$ cat src/rtl/jk_stim_pkg.sv
// Shared types and constants for the JK flip-flop stimulus controller.
package jk_stim_pkg;

    typedef enum logic [1:0] {
        IDLE  = 2'd0,
        SETUP = 2'd1,
        HIGH  = 2'd2,
        LOW   = 2'd3
    } step_state_t;

    localparam int SYNC_STAGES = 2;

endpackage

$ cat src/rtl/jk_stimulus_ctrl_if.sv
// Board-side pins of the stimulus controller: raw buttons/switch in, conditioned J/K/step clock out.
interface jk_stimulus_ctrl_if;

    logic J_BTN;
    logic K_BTN;
    logic STEP_BTN;
    logic AUTO_EN;
    logic J;
    logic K;
    logic STEP_CLK;
    logic BUSY;

    modport master (
        output J_BTN, K_BTN, STEP_BTN, AUTO_EN,
        input  J, K, STEP_CLK, BUSY
    );

    modport slave (
        input  J_BTN, K_BTN, STEP_BTN, AUTO_EN,
        output J, K, STEP_CLK, BUSY
    );

endinterface

$ cat src/rtl/jk_stimulus_ctrl_btn_debounce.sv
// Two-flop synchronizer followed by a counting debouncer for one raw pushbutton.
module btn_debounce
    import jk_stim_pkg::*;
#(
    parameter int DEBOUNCE_CYCLES = 16
) (
    input  logic CLK,
    input  logic RST_N,
    input  logic RAW,
    output logic LEVEL
);

    localparam int CNT_W = $clog2(DEBOUNCE_CYCLES + 1);
    localparam logic [CNT_W-1:0] CNT_LAST = CNT_W'(DEBOUNCE_CYCLES - 1);

    logic [SYNC_STAGES-1:0] sync_q, sync_d;
    logic                   level_q, level_d;
    logic [CNT_W-1:0]       cnt_q, cnt_d;

    always_comb begin
        sync_d  = {sync_q[SYNC_STAGES-2:0], RAW};
        level_d = level_q;
        cnt_d   = '0;
        // Any sample agreeing with the current level restarts the stability count.
        if (sync_q[SYNC_STAGES-1] != level_q) begin
            if (cnt_q == CNT_LAST) begin
                level_d = ~level_q;
            end else begin
                cnt_d = cnt_q + 1'b1;
            end
        end
    end

    always_ff @(posedge CLK or negedge RST_N) begin
        if (!RST_N) begin
            sync_q  <= '0;
            level_q <= 1'b0;
            cnt_q   <= '0;
        end else begin
            sync_q  <= sync_d;
            level_q <= level_d;
            cnt_q   <= cnt_d;
        end
    end

    assign LEVEL = level_q;

endmodule

$ cat src/rtl/jk_stimulus_ctrl.sv
// Conditions the J/K/STEP buttons and AUTO switch, and sequences single-step clock pulses.
module jk_stimulus_ctrl
    import jk_stim_pkg::*;
#(
    parameter int DEBOUNCE_CYCLES = 16,
    parameter int STEP_HIGH       = 4,
    parameter int AUTO_DIV        = 1000
) (
    input  logic               CLK,
    input  logic               RST_N,
    jk_stimulus_ctrl_if.slave  io
);

    localparam int PRE_W = $clog2(AUTO_DIV);
    localparam int PH_W  = $clog2(STEP_HIGH + 1);
    localparam logic [PRE_W-1:0] PRE_LAST = PRE_W'(AUTO_DIV - 1);
    localparam logic [PH_W-1:0]  PH_LAST  = PH_W'(STEP_HIGH - 1);

    logic j_lvl, k_lvl, step_lvl;

    logic [SYNC_STAGES-1:0] auto_sync_q, auto_sync_d;
    logic                   step_dly_q, step_dly_d;
    logic [PRE_W-1:0]       presc_q, presc_d;
    step_state_t            state_q, state_d;
    logic [PH_W-1:0]        ph_q, ph_d;
    logic                   pend_q, pend_d;
    logic                   j_q, j_d, k_q, k_d;
    logic                   step_clk_q, step_clk_d;
    logic                   busy_q, busy_d;
    logic                   manual_trig, auto_tick;

    btn_debounce #(.DEBOUNCE_CYCLES(DEBOUNCE_CYCLES)) u_deb_j (
        .CLK(CLK), .RST_N(RST_N), .RAW(io.J_BTN), .LEVEL(j_lvl)
    );
    btn_debounce #(.DEBOUNCE_CYCLES(DEBOUNCE_CYCLES)) u_deb_k (
        .CLK(CLK), .RST_N(RST_N), .RAW(io.K_BTN), .LEVEL(k_lvl)
    );
    btn_debounce #(.DEBOUNCE_CYCLES(DEBOUNCE_CYCLES)) u_deb_step (
        .CLK(CLK), .RST_N(RST_N), .RAW(io.STEP_BTN), .LEVEL(step_lvl)
    );

    always_comb begin
        auto_sync_d = {auto_sync_q[SYNC_STAGES-2:0], io.AUTO_EN};
        step_dly_d  = step_lvl;
        manual_trig = step_lvl & ~step_dly_q;
        auto_tick   = 1'b0;
        presc_d     = '0;
        if (auto_sync_q[SYNC_STAGES-1]) begin
            if (presc_q == PRE_LAST) begin
                auto_tick = 1'b1;
            end else begin
                presc_d = presc_q + 1'b1;
            end
        end
    end

    always_comb begin
        state_d = state_q;
        ph_d    = ph_q;
        pend_d  = pend_q;
        j_d     = j_q;
        k_d     = k_q;
        case (state_q)
            IDLE: begin
                j_d = j_lvl;
                k_d = k_lvl;
                if (manual_trig || auto_tick || pend_q) begin
                    state_d = SETUP;
                    pend_d  = 1'b0;
                end
            end
            SETUP: begin
                state_d = HIGH;
                ph_d    = '0;
            end
            HIGH: begin
                if (ph_q == PH_LAST) begin
                    state_d = LOW;
                    ph_d    = '0;
                end else begin
                    ph_d = ph_q + 1'b1;
                end
            end
            LOW: begin
                if (ph_q == PH_LAST) begin
                    state_d = IDLE;
                    ph_d    = '0;
                end else begin
                    ph_d = ph_q + 1'b1;
                end
            end
            default: state_d = IDLE;
        endcase
        // Only manual presses queue up; auto ticks during a step are simply lost.
        if (state_q != IDLE && manual_trig) begin
            pend_d = 1'b1;
        end
        // Outputs decoded from the next state so STEP_CLK comes straight off a flop.
        step_clk_d = (state_d == HIGH);
        busy_d     = (state_d != IDLE);
    end

    always_ff @(posedge CLK or negedge RST_N) begin
        if (!RST_N) begin
            auto_sync_q <= '0;
            step_dly_q  <= 1'b0;
            presc_q     <= '0;
            state_q     <= IDLE;
            ph_q        <= '0;
            pend_q      <= 1'b0;
            j_q         <= 1'b0;
            k_q         <= 1'b0;
            step_clk_q  <= 1'b0;
            busy_q      <= 1'b0;
        end else begin
            auto_sync_q <= auto_sync_d;
            step_dly_q  <= step_dly_d;
            presc_q     <= presc_d;
            state_q     <= state_d;
            ph_q        <= ph_d;
            pend_q      <= pend_d;
            j_q         <= j_d;
            k_q         <= k_d;
            step_clk_q  <= step_clk_d;
            busy_q      <= busy_d;
        end
    end

    assign io.J        = j_q;
    assign io.K        = k_q;
    assign io.STEP_CLK = step_clk_q;
    assign io.BUSY     = busy_q;

endmodule

$ cat src/flat_wrapper.sv
// flat-port wrapper written by rule: the top's interface ports become plain ports
module jk_stimulus_ctrl_flat import jk_stim_pkg::*;
#(
    parameter int DEBOUNCE_CYCLES = 16,
    parameter int STEP_HIGH       = 4,
    parameter int AUTO_DIV        = 1000
)
  (CLK, RST_N, io_J_BTN, io_K_BTN, io_STEP_BTN, io_AUTO_EN, io_J, io_K, io_STEP_CLK, io_BUSY);
  jk_stimulus_ctrl_if io_i ();
  input  logic CLK;
  input  logic RST_N;
  input wire logic [$bits(io_i.J_BTN)-1:0] io_J_BTN;
  input wire logic [$bits(io_i.K_BTN)-1:0] io_K_BTN;
  input wire logic [$bits(io_i.STEP_BTN)-1:0] io_STEP_BTN;
  input wire logic [$bits(io_i.AUTO_EN)-1:0] io_AUTO_EN;
  output wire logic [$bits(io_i.J)-1:0] io_J;
  output wire logic [$bits(io_i.K)-1:0] io_K;
  output wire logic [$bits(io_i.STEP_CLK)-1:0] io_STEP_CLK;
  output wire logic [$bits(io_i.BUSY)-1:0] io_BUSY;
  assign io_i.J_BTN = io_J_BTN;
  assign io_i.K_BTN = io_K_BTN;
  assign io_i.STEP_BTN = io_STEP_BTN;
  assign io_i.AUTO_EN = io_AUTO_EN;
  assign io_J = io_i.J;
  assign io_K = io_i.K;
  assign io_STEP_CLK = io_i.STEP_CLK;
  assign io_BUSY = io_i.BUSY;
  jk_stimulus_ctrl #(.DEBOUNCE_CYCLES(DEBOUNCE_CYCLES), .STEP_HIGH(STEP_HIGH), .AUTO_DIV(AUTO_DIV)) u_core (.CLK(CLK), .RST_N(RST_N), .io(io_i));
endmodule
$ cat config.mk
export PLATFORM = sky130hd
export DESIGN_NAME = jk_stimulus_ctrl_flat
export DESIGN_NICKNAME = d
export VERILOG_FILES = /design/src/rtl/jk_stim_pkg.sv /design/src/rtl/jk_stimulus_ctrl_if.sv /design/src/rtl/jk_stimulus_ctrl_btn_debounce.sv /design/src/rtl/jk_stimulus_ctrl.sv /design/src/flat_wrapper.sv
export SDC_FILE = /design/constraint.sdc
export NUM_CORES = 1
export LEC_CHECK = 0
export ABC_AREA = 1
export BUFFER_PORTS_ARGS = -buffer_cell sky130_fd_sc_hd__buf_4
export CORE_MARGIN = 8
export CORE_UTILIZATION = 63
export DETAILED_ROUTE_END_ITERATION = 7
export GPL_ROUTABILITY_DRIVEN = 1
export GPL_TIMING_DRIVEN = 0
export PLACE_DENSITY = 0.82
export SYNTH_ARGS = -nofsm -noshare
export SYNTH_HDL_FRONTEND = slang
export SYNTH_SLANG_ARGS = --single-unit
$ cat constraint.sdc
create_clock -name CLK -period 1.8 [get_ports CLK]
set_clock_uncertainty 0.1 [all_clocks]
set_input_delay 0.45 -clock CLK [delete_from_list [all_inputs] [get_ports CLK]]
set_output_delay 0.45 -clock CLK [all_outputs]
set_load 0.02 [all_outputs]
After elaboration in Yosys (flattened, before gate mapping)
Index checks and enable logic that the tools add are counted.

$add $sub $neg: 5. Equal/unequal tests: 12. Mux-type cells: 19. Bitwise operators: 5. Reduce and logical (&&, ||, !) cells: 14.

Operators by type and width (number): 2-to-1 mux 5 bit (6); 2-to-1 mux 10 bit (2); adder 5 x 1 -> 5 bit (second input constant) (3); equality test 5 x 4 -> 1 bit (second input constant) (3); adder 10 x 1 -> 10 bit (second input constant) (1); equality test 10 bit (second input constant) (1); nonzero test 2 bit (5); case mux 2 bit (4 select lines) (1); AND reduction 2 bit (4); equality test 2 bit (second input constant) (3); 2-to-1 mux 2 bit (3); case mux 3 bit (2 select lines) (1); 2-to-1 mux 1 bit (5); NOT 1 bit (4); adder 3 x 1 -> 3 bit (second input constant) (1); equality test 3 x 2 -> 1 bit (second input constant) (1); 2-to-1 mux 3 bit (1); != test 1 bit (3); equality test 2 x 1 -> 1 bit (second input constant) (1); logical NOT 2 bit (1); logical OR 1 bit (2); OR reduction 2 bit (1); bitwise AND 1 bit (1); logical AND 1 bit (1).

Flip-flop bits (word level): 47. Bits of input ports: 6. Logic and storage cells: 74.

Logic depth before layout (Yosys ltp)
Depth after elaboration: 8. Depth in mapped cells: 7. Gate-level depth less buffers: 7.

Cells and area by module
From an unflattened synthesis, not the netlist that was laid out.

Cells, all modules: 209. Area total of the unflattened synthesis: 1958.1 µm².

Modules (own cells, without submodules): jk_stimulus_ctrl (times used 1, cells each 104, area each 989.7 µm², sequential area each 575.6 µm²); btn_debounce (times used 3, cells each 35, area each 322.8 µm², sequential area each 200.2 µm²).

Worst setup path before layout
No wires, ideal clock.

Path type: register -> register. From: register u_core.presc_q[0]. To: register u_core.presc_q[6]. Library setup time: 80 ps. Data arrival time: 1040 ps. Required time: 1620 ps. Path slack: 579 ps. Stages on the path, launching flop included: 7. Buffers on the path: 0. Cell sequence: dfrtp_1 > ha_1 > nand2_1 > inv_1 > nand3_2 > nand2_1 > nor3_2.

Cells in the longest elaborated chain, start to end: 3. Elaborated cells between the ends (all ways): 4. Those cells by class: 1 x add/sub; 1 x eq/ne; 2 x mux.

RTL lines: start, declared (RTL line jk_stimulus_ctrl.sv:23) `logic [PRE_W-1:0] presc_q, presc_d;`; start signal, assigned (RTL line jk_stimulus_ctrl.sv:118) `presc_q <= presc_d;`; adder 10 x 1 -> 10 bit or equality test 10 bit (tied branches) (RTL line jk_stimulus_ctrl.sv:52, jk_stimulus_ctrl.sv:49); 2-to-1 mux 10 bit * (RTL line jk_stimulus_ctrl.sv:49) `if (presc_q == PRE_LAST) begin`; 2-to-1 mux 10 bit * (RTL line jk_stimulus_ctrl.sv:48) `if (auto_sync_q[SYNC_STAGES-1]) begin`; via u_core.presc_d[6] (RTL line jk_stimulus_ctrl.sv:23).

The timed path passes the listed nets; every way through them passes the cells marked *. A chain may end at the register's enable or synchronous reset.

Worst setup path in the final report
From: register u_core.j_q (netlist: u_core.io.J). To: output io_J.

RTL lines: start, declared (RTL line jk_stimulus_ctrl.sv:27) `logic j_q, j_d, k_q, k_d;`; start signal, assigned (RTL line jk_stimulus_ctrl.sv:122) `j_q <= j_d;`; end, declared (RTL line flat_wrapper.sv:16) `output wire logic [$bits(io_i.J)-1:0] io_J;`.

No word-level cell between the ends.

==> reports/metrics.csv <==
stage,metric,value,unit
floorplanning,DIE HEIGHT,71.3,um
setup_path,largest stage delay on the critical path,0.41,ns
detailed_routing,DR WL/cell,12.3,um
detailed_routing,drt drc,0,
detailed_routing,First DRT Iteration DRCs,107,
power_and_ir_drop,Tot Pwr,1.69,mW
detailed_routing,final wirelength,3040,um
setup_path,R2R setup slack,0.40,ns
floorplanning,Ports,10,
setup_path,crit start category,flop,
layout,register area,0.00118,mm^2
power_and_ir_drop,Int Power,1.29,mW
global_route,total track usage,13.3,%
place,GPL Wtd Cong,0.806,
sta,unrepaired setup endpoints after global routing,no,
setup_path,critical setup path kind,reg2out,
detailed_routing,via count,1328,
outcome,status,"finished, final reports clean",
logic_synthesis,Yosys cell types,22,
clock_network,Num CTS Buffers,5,
detailed_routing,Final ANT Viol Nets,0,
power_and_ir_drop,Reg power frac,66.3,%
sta,Final Hold Viols,0,
logic_synthesis,Syn Area/Cell,9.87,um^2
power_and_ir_drop,Max rail drop VDD,0.561,mV
place,pre-CTS WS,0.438,ns
place,HPWL Detailed,2220,um
setup_path,reg-to-reg endpoint,u_core.presc_q[6],
logic_synthesis,Mapped Cells,195,
global_route,pin count of the biggest net entering global routing,48,
sta,TNS Setup,0,ns
sta,Worst slew margin,62.9,%
power_and_ir_drop,Gate power share,6.0,%
floorplanning,core area,0.00298,mm^2
sta,fmax,678,MHz
power_and_ir_drop,Clk pwr share,27.7,%
clock_network,CTS root buf,clkbuf_4,
global_route,GRT overflow,0,
logic_synthesis,Synth Net Count,206,
setup_path,critical path arrival,0.92,ns
clock_network,clock sink total,47,
setup_path,CP required,1.25,ns
clock_network,H-tree level count,2,
logic_synthesis,Syn Std Cell Area,0.00192,mm^2
sta,"Slew Viols, Final",0,
layout,Synth-to-Final Area Change,8.97,%
worst_hold_path,HP Start,io_K_BTN,
power_and_ir_drop,leakage power figure,1.04,nW
power_and_ir_drop,PD cells,806,mW/mm^2
sta,Tightest Pin Transition,0.556,ns
logic_synthesis,register area share after synthesis,61.1,%
worst_hold_path,HP Class,in2reg,
place,PortBufs,9,
layout,# fillers,201,
layout,Layout Cell Area excl Fill,0.00210,mm^2
clock_network,post-CTS setup buffers,0,
place,area post-placement,0.00203,mm^2
layout,Nets,223,
floorplanning,die area,0.00508,mm^2
worst_hold_path,hold path cells,1,
clock_network,Worst-path clk slew,0.13,ns
global_route,initial antenna violation count,0,
worst_hold_path,Worst Hold End,u_core.u_deb_k.sync_q[0],
logic_synthesis,main area contributors after synthesis,"dfrtp_1 (61%), nand2_1 (7.4%), nor2_1 (5.7%)",
layout,layout cells sized above 1,11.3,%
floorplanning,Rows,20,
logic_synthesis,Yosys top cell area share,61.1,%
setup_path,Crit. End Element,output pin,
setup_path,reg-to-reg startpoint,u_core.presc_q[0],
setup_path,Max Fanout on Critical Path,2,
setup_path,family with the most delay on the worst path,flip-flops,
clock_network,CTS tree,yes,
logic_synthesis,largest area contributor in the netlist,dfrtp_1,
layout,antenna cells,0,
power_and_ir_drop,switching share of power,23.9,%
logic_synthesis,synthesized flop and latch total,47,
clock_network,Clock Latency Late Sink,0.35,ns
setup_path,CP bufs+invs,1,
clock_network,clock buffer depth,2,
setup_path,Register-to-Register Path Depth,6,
power_and_ir_drop,Psw,405,uW
global_route,number of global-route vias before repair,1310,
sta,Final Critical Period,1.47,ns
detailed_routing,Pre-antenna DRT Iters,4,
logic_synthesis,yosys warns,0,
sta,final setup violation count,0,
sta,final worst setup slack,0.325,ns
layout,Multi-input gate area,666,um^2
setup_path,"critical path, cell by cell",buf_4,
detailed_routing,vias per std cell,5.40,
global_route,global-route wire length before repair,5400,um
floorplanning,Initial Utilization,64.6,%
flow_run,max_cap viols,0,
floorplanning,die width,71.3,um
setup_path,slowest CP cell,dfrtp_1,
sta,period utilization,81.9,%
## per-stage QoR
step | hold slack (ns) | instances | utilization, %
floorplan | 0.0544 | 195 | -
detailed placement | 0.236 | 237 | 68.3
global placement | 0.232 | 237 | 68.3
global route | 0.0642 | 246 | 70.4
CTS | 0.0772 | 246 | 70.4
finish | 0.0972 | 246 | 70.4
## synthesized netlist by cell type, drive strengths merged
cell,number
nand3,15
o21ai,3
nand2,40
nand4,3
a31oi,1
nor3b,4
a21oi,4
ha,5
a22o,1
nor2,32
xnor2,4
nand2b,3
nor3,7
o21bai,1
inv,22
dfrtp,47
xor2,3
## registers in the layout, summed over array words and instances, names as in the netlist, 2 cells and up
signal,count
u_core.u_deb_k.sync_q,2
u_core.auto_sync_q,2
u_core.u_deb_k.cnt_q,5
u_core.u_deb_j.sync_q,2
u_core.state_q,2
u_core.u_deb_step.cnt_q,5
u_core.presc_q,10
u_core.u_deb_j.cnt_q,5
u_core.u_deb_step.sync_q,2
u_core.ph_q,3
## layout make-up
cell class / count / area share [%]
clock inverters: 2 / 0.597
multi-input cells: 126 / 31.7
repair buffers: 10 / 3.70
flip-flops and latches: 47 / 56.1
well taps: 33 / 1.97
clock buffers: 6 / 1.97
inverters: 22 / 3.94
## worst max path at each step
stage | startpoint | endpoint | slack [ns] | depth (start not counted)
detailed placement | u_core.presc_q[0] | u_core.presc_q[6] | 0.44 | 6
finish | u_core.io.J | io_J | 0.33 | 1
global route | u_core.io.J | io_J | 0.28 | 1
floorplan | u_core.presc_q[0] | u_core.presc_q[6] | 0.58 | 6
CTS | u_core.io.J | io_J | 0.31 | 1
global placement | u_core.presc_q[0] | u_core.presc_q[6] | 0.46 | 6
## placed cells by master (no fill, tap or decap), drive strengths merged, types with 4 or more instances in the layout
cell	Yosys	final
inv	22	22
nor3b	4	4
buf	0	9
nor3	7	7
clkbuf	0	6
nand3	15	15
a21oi	4	4
dfrtp	47	47
nor2	32	32
ha	5	5
xnor2	4	4
nand2	40	40
## what timing repair did
item | CTS | global route
hold endpoints to repair | 47 | 0
hold buffers | 1 | 0
gates resized for setup | 0 | 0
## power groups by stage
stage               clock, mW  sequential, mW  combinational (mW)
detailed placement          0            1.14               0.102
global placement            0            1.14              0.0936
finish                  0.468            1.12               0.101
global route            0.527            1.13               0.118
floorplan                   0            1.14              0.0562
CTS                     0.491            1.12               0.104
## metal layers
metal	vias to the layer above	GRT usage, %	share of wire (%)
li1	653	-	-
met1	650	14.9	45
met2	23	23.2	51
met3	2	4.04	3.7
met4	0	5.31	0.33
met5	-	0	0
## cells by family after synthesis
logic type / share of synthesized area (%)
AO/OA/AOI/OAI: 3.19
XOR/XNOR: 3.19
adder cells (fa/ha/maj): 3.25
buffers and inverters: 4.29
flip-flops: 61.1
AND/OR/NAND/NOR: 25.0
No activity file was read; power rests on OpenSTA's default activity.
